### src/rtl/gate_pkg.sv
// Shared definitions for the pipelined bitwise logic unit: op encoding and evaluation.
package gate_pkg;

   localparam int unsigned OP_W   = 3;
   localparam int unsigned EVAL_W = 64;

   typedef enum logic [OP_W-1:0] {
      OP_AND   = 3'd0,
      OP_OR    = 3'd1,
      OP_NAND  = 3'd2,
      OP_NOR   = 3'd3,
      OP_XOR   = 3'd4,
      OP_XNOR  = 3'd5,
      OP_NOTA  = 3'd6,
      OP_PASSA = 3'd7
   } gate_op_e;

   // Evaluated at full width; callers keep the low W bits of the result.
   function automatic logic [EVAL_W-1:0] gate_eval(input gate_op_e op,
                                                   input logic [EVAL_W-1:0] a,
                                                   input logic [EVAL_W-1:0] b);
      logic [EVAL_W-1:0] r;
      r = a;
      case (op)
         OP_AND:   r = a & b;
         OP_OR:    r = a | b;
         OP_NAND:  r = ~(a & b);
         OP_NOR:   r = ~(a | b);
         OP_XOR:   r = a ^ b;
         OP_XNOR:  r = ~(a ^ b);
         OP_NOTA:  r = ~a;
         OP_PASSA: r = a;
         default:  r = a;
      endcase
      return r;
   endfunction

endpackage

### src/rtl/gate_pipe_stage.sv
// Generic valid/ready register slice; accepts a beat whenever empty or drained downstream.
module gate_pipe_stage #(
   parameter int unsigned PW = 8
) (
   input  logic          clk,
   input  logic          rst_n,
   input  logic          i_valid,
   output logic          o_ready,
   input  logic [PW-1:0] i_data,
   output logic          o_valid,
   output logic [PW-1:0] o_data,
   input  logic          i_ready
);

   logic          r_valid;
   logic [PW-1:0] r_data;
   logic          w_adv;

   assign w_adv   = !r_valid || i_ready;
   assign o_ready = w_adv;
   assign o_valid = r_valid;
   assign o_data  = r_data;

   always_ff @(posedge clk or negedge rst_n) begin
      if (!rst_n) begin
         r_valid <= 1'b0;
         r_data  <= '0;
      end else if (w_adv) begin
         r_valid <= i_valid;
         if (i_valid) r_data <= i_data;
      end
   end

endmodule

### src/rtl/gate_unit_pipe.sv
// Two-stage pipelined bitwise logic unit with per-result popcount.
// Optional transfer/stall counters are built when GATE_UNIT_STATS_EN is defined.
module gate_unit_pipe
   import gate_pkg::*;
#(
   parameter  int unsigned W  = 8,
   localparam int unsigned CW = $clog2(W + 1)
) (
   input  logic          clk,
   input  logic          rst_n,
   input  logic          in_valid,
   output logic          in_ready,
   input  logic [2:0]    op,
   input  logic [W-1:0]  a,
   input  logic [W-1:0]  b,
   output logic          out_valid,
   input  logic          out_ready,
   output logic [W-1:0]  y,
   output logic [2:0]    y_op,
   output logic [CW-1:0] y_ones
`ifdef GATE_UNIT_STATS_EN
   ,
   output logic [31:0]   beat_cnt,
   output logic [31:0]   stall_cnt
`endif
);

   localparam int unsigned S1_W = OP_W + 2 * W;
   localparam int unsigned S2_W = CW + OP_W + W;

   logic            w_s1_v;
   logic            w_s2_ready;
   logic [S1_W-1:0] w_s1_in;
   logic [S1_W-1:0] w_s1_data;
   logic [S2_W-1:0] w_s2_in;
   logic [S2_W-1:0] w_s2_data;
   gate_op_e        w_op;
   logic [W-1:0]    w_a;
   logic [W-1:0]    w_b;
   logic [W-1:0]    w_y;
   logic [CW-1:0]   w_ones;

   assign w_s1_in = {op, a, b};

   gate_pipe_stage #(.PW(S1_W)) u_s1 (
      .clk     (clk),
      .rst_n   (rst_n),
      .i_valid (in_valid),
      .o_ready (in_ready),
      .i_data  (w_s1_in),
      .o_valid (w_s1_v),
      .o_data  (w_s1_data),
      .i_ready (w_s2_ready)
   );

   assign w_op = gate_op_e'(w_s1_data[S1_W-1 -: OP_W]);
   assign w_a  = w_s1_data[2*W-1:W];
   assign w_b  = w_s1_data[W-1:0];
   assign w_y  = W'(gate_eval(w_op, EVAL_W'(w_a), EVAL_W'(w_b)));

   always_comb begin
      w_ones = '0;
      for (int unsigned i = 0; i < W; i++) w_ones = w_ones + CW'(w_y[i]);
   end

   assign w_s2_in = {w_ones, w_op, w_y};

   gate_pipe_stage #(.PW(S2_W)) u_s2 (
      .clk     (clk),
      .rst_n   (rst_n),
      .i_valid (w_s1_v),
      .o_ready (w_s2_ready),
      .i_data  (w_s2_in),
      .o_valid (out_valid),
      .o_data  (w_s2_data),
      .i_ready (out_ready)
   );

   assign {y_ones, y_op, y} = w_s2_data;

`ifdef GATE_UNIT_STATS_EN
   logic [31:0] r_beat_cnt;
   logic [31:0] r_stall_cnt;

   // beat count wraps, stall count saturates
   always_ff @(posedge clk or negedge rst_n) begin
      if (!rst_n) begin
         r_beat_cnt  <= '0;
         r_stall_cnt <= '0;
      end else begin
         if (out_valid && out_ready) r_beat_cnt <= r_beat_cnt + 32'd1;
         if (out_valid && !out_ready && (r_stall_cnt != 32'hFFFF_FFFF))
            r_stall_cnt <= r_stall_cnt + 32'd1;
      end
   end

   assign beat_cnt  = r_beat_cnt;
   assign stall_cnt = r_stall_cnt;
`endif

endmodule

### config.mk
export PLATFORM = sky130hd
export DESIGN_NAME = gate_unit_pipe
export DESIGN_NICKNAME = d
export VERILOG_FILES = /design/src/rtl/gate_pkg.sv /design/src/rtl/gate_pipe_stage.sv /design/src/rtl/gate_unit_pipe.sv
export SDC_FILE = /design/constraint.sdc
export NUM_CORES = 1
export LEC_CHECK = 0
export ABC_AREA = 1
export CELL_PAD_IN_SITES_DETAIL_PLACEMENT = 0
export CELL_PAD_IN_SITES_GLOBAL_PLACEMENT = 1
export CORE_UTILIZATION = 35
export CTS_CLUSTER_DIAMETER = 40
export DETAILED_ROUTE_END_ITERATION = 8
export PLACE_DENSITY_LB_ADDON = 0.1
export SLEW_MARGIN = 25
export SYNTH_ARGS = -nofsm -noshare
export SYNTH_HDL_FRONTEND = slang
export SYNTH_SLANG_ARGS = --single-unit
### constraint.sdc
create_clock -name clk -period 3.2 [get_ports clk]
set_input_delay 0.96 -clock clk [delete_from_list [all_inputs] [get_ports clk]]
set_output_delay 0.96 -clock clk [all_outputs]
set_load 0.03 [all_outputs]
==> results.sh <==
export IMPL_outcome="finished with violations"
export IMPL_violations="setup timing"
export IMPL_synth_compound_area_share=0.06853
export IMPL_die_x_um=87.46
export IMPL_finalNonFillerCells=526
export IMPL_htree_levels=2
export IMPL_p_leak_nw=1.902
export IMPL_synthDistinctLibCells=25
export IMPL_synth_xor_area_frac=0.003426
export IMPL_synth_edf_count=0
export IMPL_max_slew_margin=0.4458
export IMPL_place_ws_ps=-496.2
export IMPL_post_synth_and_or_nand_nor_area_fraction=0.3289
export IMPL_place_area_um2=3292
export IMPL_setup_violations_final=3
export IMPL_final_area_um2=3640
export IMPL_synthAdderAreaFrac=0.1243
export IMPL_n_antenna_cell=0
export IMPL_ys_ff_latch=36
export IMPL_reg2reg_from="u_s1.o_data[18]$_DFFE_PN0P_"
export IMPL_yosysMostFrequentCell="nand2_1"
export IMPL_max_clock_path_buffers=2
export IMPL_period_needed_ps=3529
export IMPL_drc=0
export IMPL_grt_max_degree=37
export IMPL_ctsHoldBuffers=0
export IMPL_setup_slack_ps=-328.6
export IMPL_port_buffer_count=39
export IMPL_synthArstFlopShare=1.000
export IMPL_max_cap_viol_count=0
export IMPL_synthMuxAreaShare=0
export IMPL_dp_cells=503
export IMPL_final_util=0.5270
export IMPL_fp_dieH_um=87.46
export IMPL_dr_pass1_iters=4
export IMPL_yosysSeqAreaShare=0.3524
export IMPL_start_util=0.3701
export IMPL_yosysWarnings=0
export IMPL_synth_cells=341
export IMPL_syn_to_final_growth_pct=42.39
export IMPL_start_kind="register"
export IMPL_crit_required_ps=3380
export IMPL_total_power_mw=2.733
export IMPL_numCtsBuffers=5
export IMPL_grt_setup_unrepaired="yes"
export IMPL_rows=30
export IMPL_clock_sinks=36
export IMPL_rrSetupSlack_ps=-330
export IMPL_synthTopCellsByArea="dfrtp_1 35%, nand2_1 12%, ha_1 9.3%"
export IMPL_grt_pass1_wl_um=11210
export IMPL_fin_crit_sh=1.103
export IMPL_routed_via_density=4.789
export IMPL_cts_tree="built"
export IMPL_worst_pin_slew_ps=831.3
export IMPL_fill_cells=724
export IMPL_rr_endpoint="u_s2.o_data[13]$_DFFE_PN0P_"
export IMPL_coreArea_um2=6907
export IMPL_synth_top_area_share=0.3524
export IMPL_crit_path_end_kind="register"
export IMPL_fmax_ghz=0.2834
export IMPL_wl_per_cell_um=12.61
export IMPL_clock_skew_ps=10.65
export IMPL_synth_nets=387
export IMPL_synth_area_um2=2556
export IMPL_r2r_cells=15
export IMPL_final_hold_viol_count=0
export IMPL_finalNetCount=475
export IMPL_syn_avg_cell_area_um2=7.496
export IMPL_hold_end="u_s2.o_data[5]$_DFFE_PN0P_"
export IMPL_arrival_ps=3710
export IMPL_clkLatencyLatePin_ps=300
export IMPL_die_area_um2=7649
export IMPL_routabilityCongestion=0.8063
export IMPL_root_buffer="clkbuf_8"
export IMPL_clk_pin_slew_ps=80
export IMPL_multi_input_area_um2=1448
export IMPL_final_layout_size_suffix_gt1_frac=0.2442
export IMPL_seq_area_um2=903.4
export IMPL_grt_antenna_before_repair=0
export IMPL_crit_fanout=13
export IMPL_grt_pass1_vias=2399
export IMPL_min_from="u_s2.o_data[5]$_DFFE_PN0P_"
export IMPL_vias=2519
export IMPL_power_density_nw_per_um2=750.8
export IMPL_pin_count=40
export IMPL_ant_nets=0
export IMPL_synth_flop_cell="dfrtp_1"
export IMPL_ir_worst_vdd_uv=299.7
export IMPL_grt_usage=0.1912
export IMPL_grt_ovfl_total=0
export IMPL_hpwl_um=4868
export IMPL_yosys_area_top_type="dfrtp_1"
export IMPL_yosys_top_cells_count="82 x nand2_1, 41 x inv_1, 36 x dfrtp_1, 35 x nor2_1, 32 x nand3_1"
export IMPL_whs_path_depth=2
export IMPL_drv_slew=0
export IMPL_holdCritPathClass="reg2reg"
export IMPL_synth_top_family_by_area="simple AND/OR/NAND/NOR gates"
export IMPL_wl_um=6631
export IMPL_crit_type="reg2reg"
export IMPL_drtIter0Drc=68
[worst max-delay path by stage]
stage / startpoint / end / slack (ps)
finish: u_s1.o_data[18]$_DFFE_PN0P_ / u_s2.o_data[13]$_DFFE_PN0P_ / -330
global route: u_s1.o_data[9]$_DFFE_PN0P_ / u_s2.o_data[13]$_DFFE_PN0P_ / -490
CTS: u_s1.o_data[17]$_DFFE_PN0P_ / u_s2.o_data[12]$_DFFE_PN0P_ / -370
detailed placement: u_s1.o_data[17]$_DFFE_PN0P_ / u_s2.o_data[13]$_DFFE_PN0P_ / -500
global placement: u_s1.o_data[17]$_DFFE_PN0P_ / u_s2.o_data[13]$_DFFE_PN0P_ / -360
floorplan: u_s1.o_data[17]$_DFFE_PN0P_ / u_s2.o_data[13]$_DFFE_PN0P_ / -280
[worst max-delay path, stage by stage, from the launching register on]
cell      delay, ps
dfrtp_2         460
buf_4           200
nand3_1          90
nand2_1          60
nor2_2          170
a21boi_4         90
fa_1            550
inv_1            60
fa_1            490
fa_1            420
inv_2            80
ha_4            130
inv_2            40
fa_2            320
xor2_1          160
o21ai_1          70
[per-stage QoR]
stage,TNS [ps],hold WS [ps]
finish,-935.1,478.8
global route,-1462,506.2
CTS,-881.2,485.7
detailed placement,-1165,465.4
global placement,-717.5,462.8
floorplan,-529.2,516.6
[state kept, by name (all words and copies together) (netlist names)]
signal        count
u_s1.o_valid      1
u_s2.o_valid      1
u_s1.o_data      19
u_s2.o_data      15
[power breakdown]
group | switching (mW) | internal, mW | total (mW)
logic | 0.891 | 0.779 | 1.67
clock network | 0.176 | 0.231 | 0.408
registers | 0.0750 | 0.580 | 0.655
[layer usage]
layer / vias to the layer above / GRT usage / wire length (um)
li1: 1273 / - / -
met1: 1193 / 0.2515 / 3154
met2: 41 / 0.3253 / 3205
met3: 12 / 0.03128 / 174
met4: 0 / 0.04918 / 97
met5: - / 0 / 0
[cells by family after synthesis]
kind of cell | count (synthesis)
AND/OR/NAND/NOR | 183
buffers and inverters | 65
flip-flops | 36
AO/OA/AOI/OAI | 33
adder cells (fa/ha/maj) | 23
XOR/XNOR | 1
[cell type report]
cell class                      instances  area share
Clock buffer                            6     0.01994
Inverter                               46     0.04950
Tap cell                               96     0.03300
Sequential cell                        36      0.2482
Timing Repair Buffer                  100      0.2420
Clock inverter                          2    0.009625
Multi-Input combinational cell        240      0.3977
[placed cells by master, fill, tap and decap left out, types with 4 or more instances in the layout]
cell type	netlist	final
nor2_1	35	30
a21oi_1	22	21
buf_6	5	4
clkdlybuf4s50_1	0	37
nand3_1	32	32
buf_4	5	56
nor2_2	1	5
dfrtp_1	36	34
nand2_1	82	79
ha_1	19	15
ha_4	0	4
nand3b_1	4	4
o21ai_1	1	4
inv_1	41	34
inv_2	3	8
clkbuf_8	0	5
nand4_1	25	25
[timing repair]
item,4_1_cts,5_1_grt
setup buffers,10,5
endpoints found under the setup margin,4,4
resized for setup,16,22
pin swaps,10,13
(Power assumes the default switching activity.)
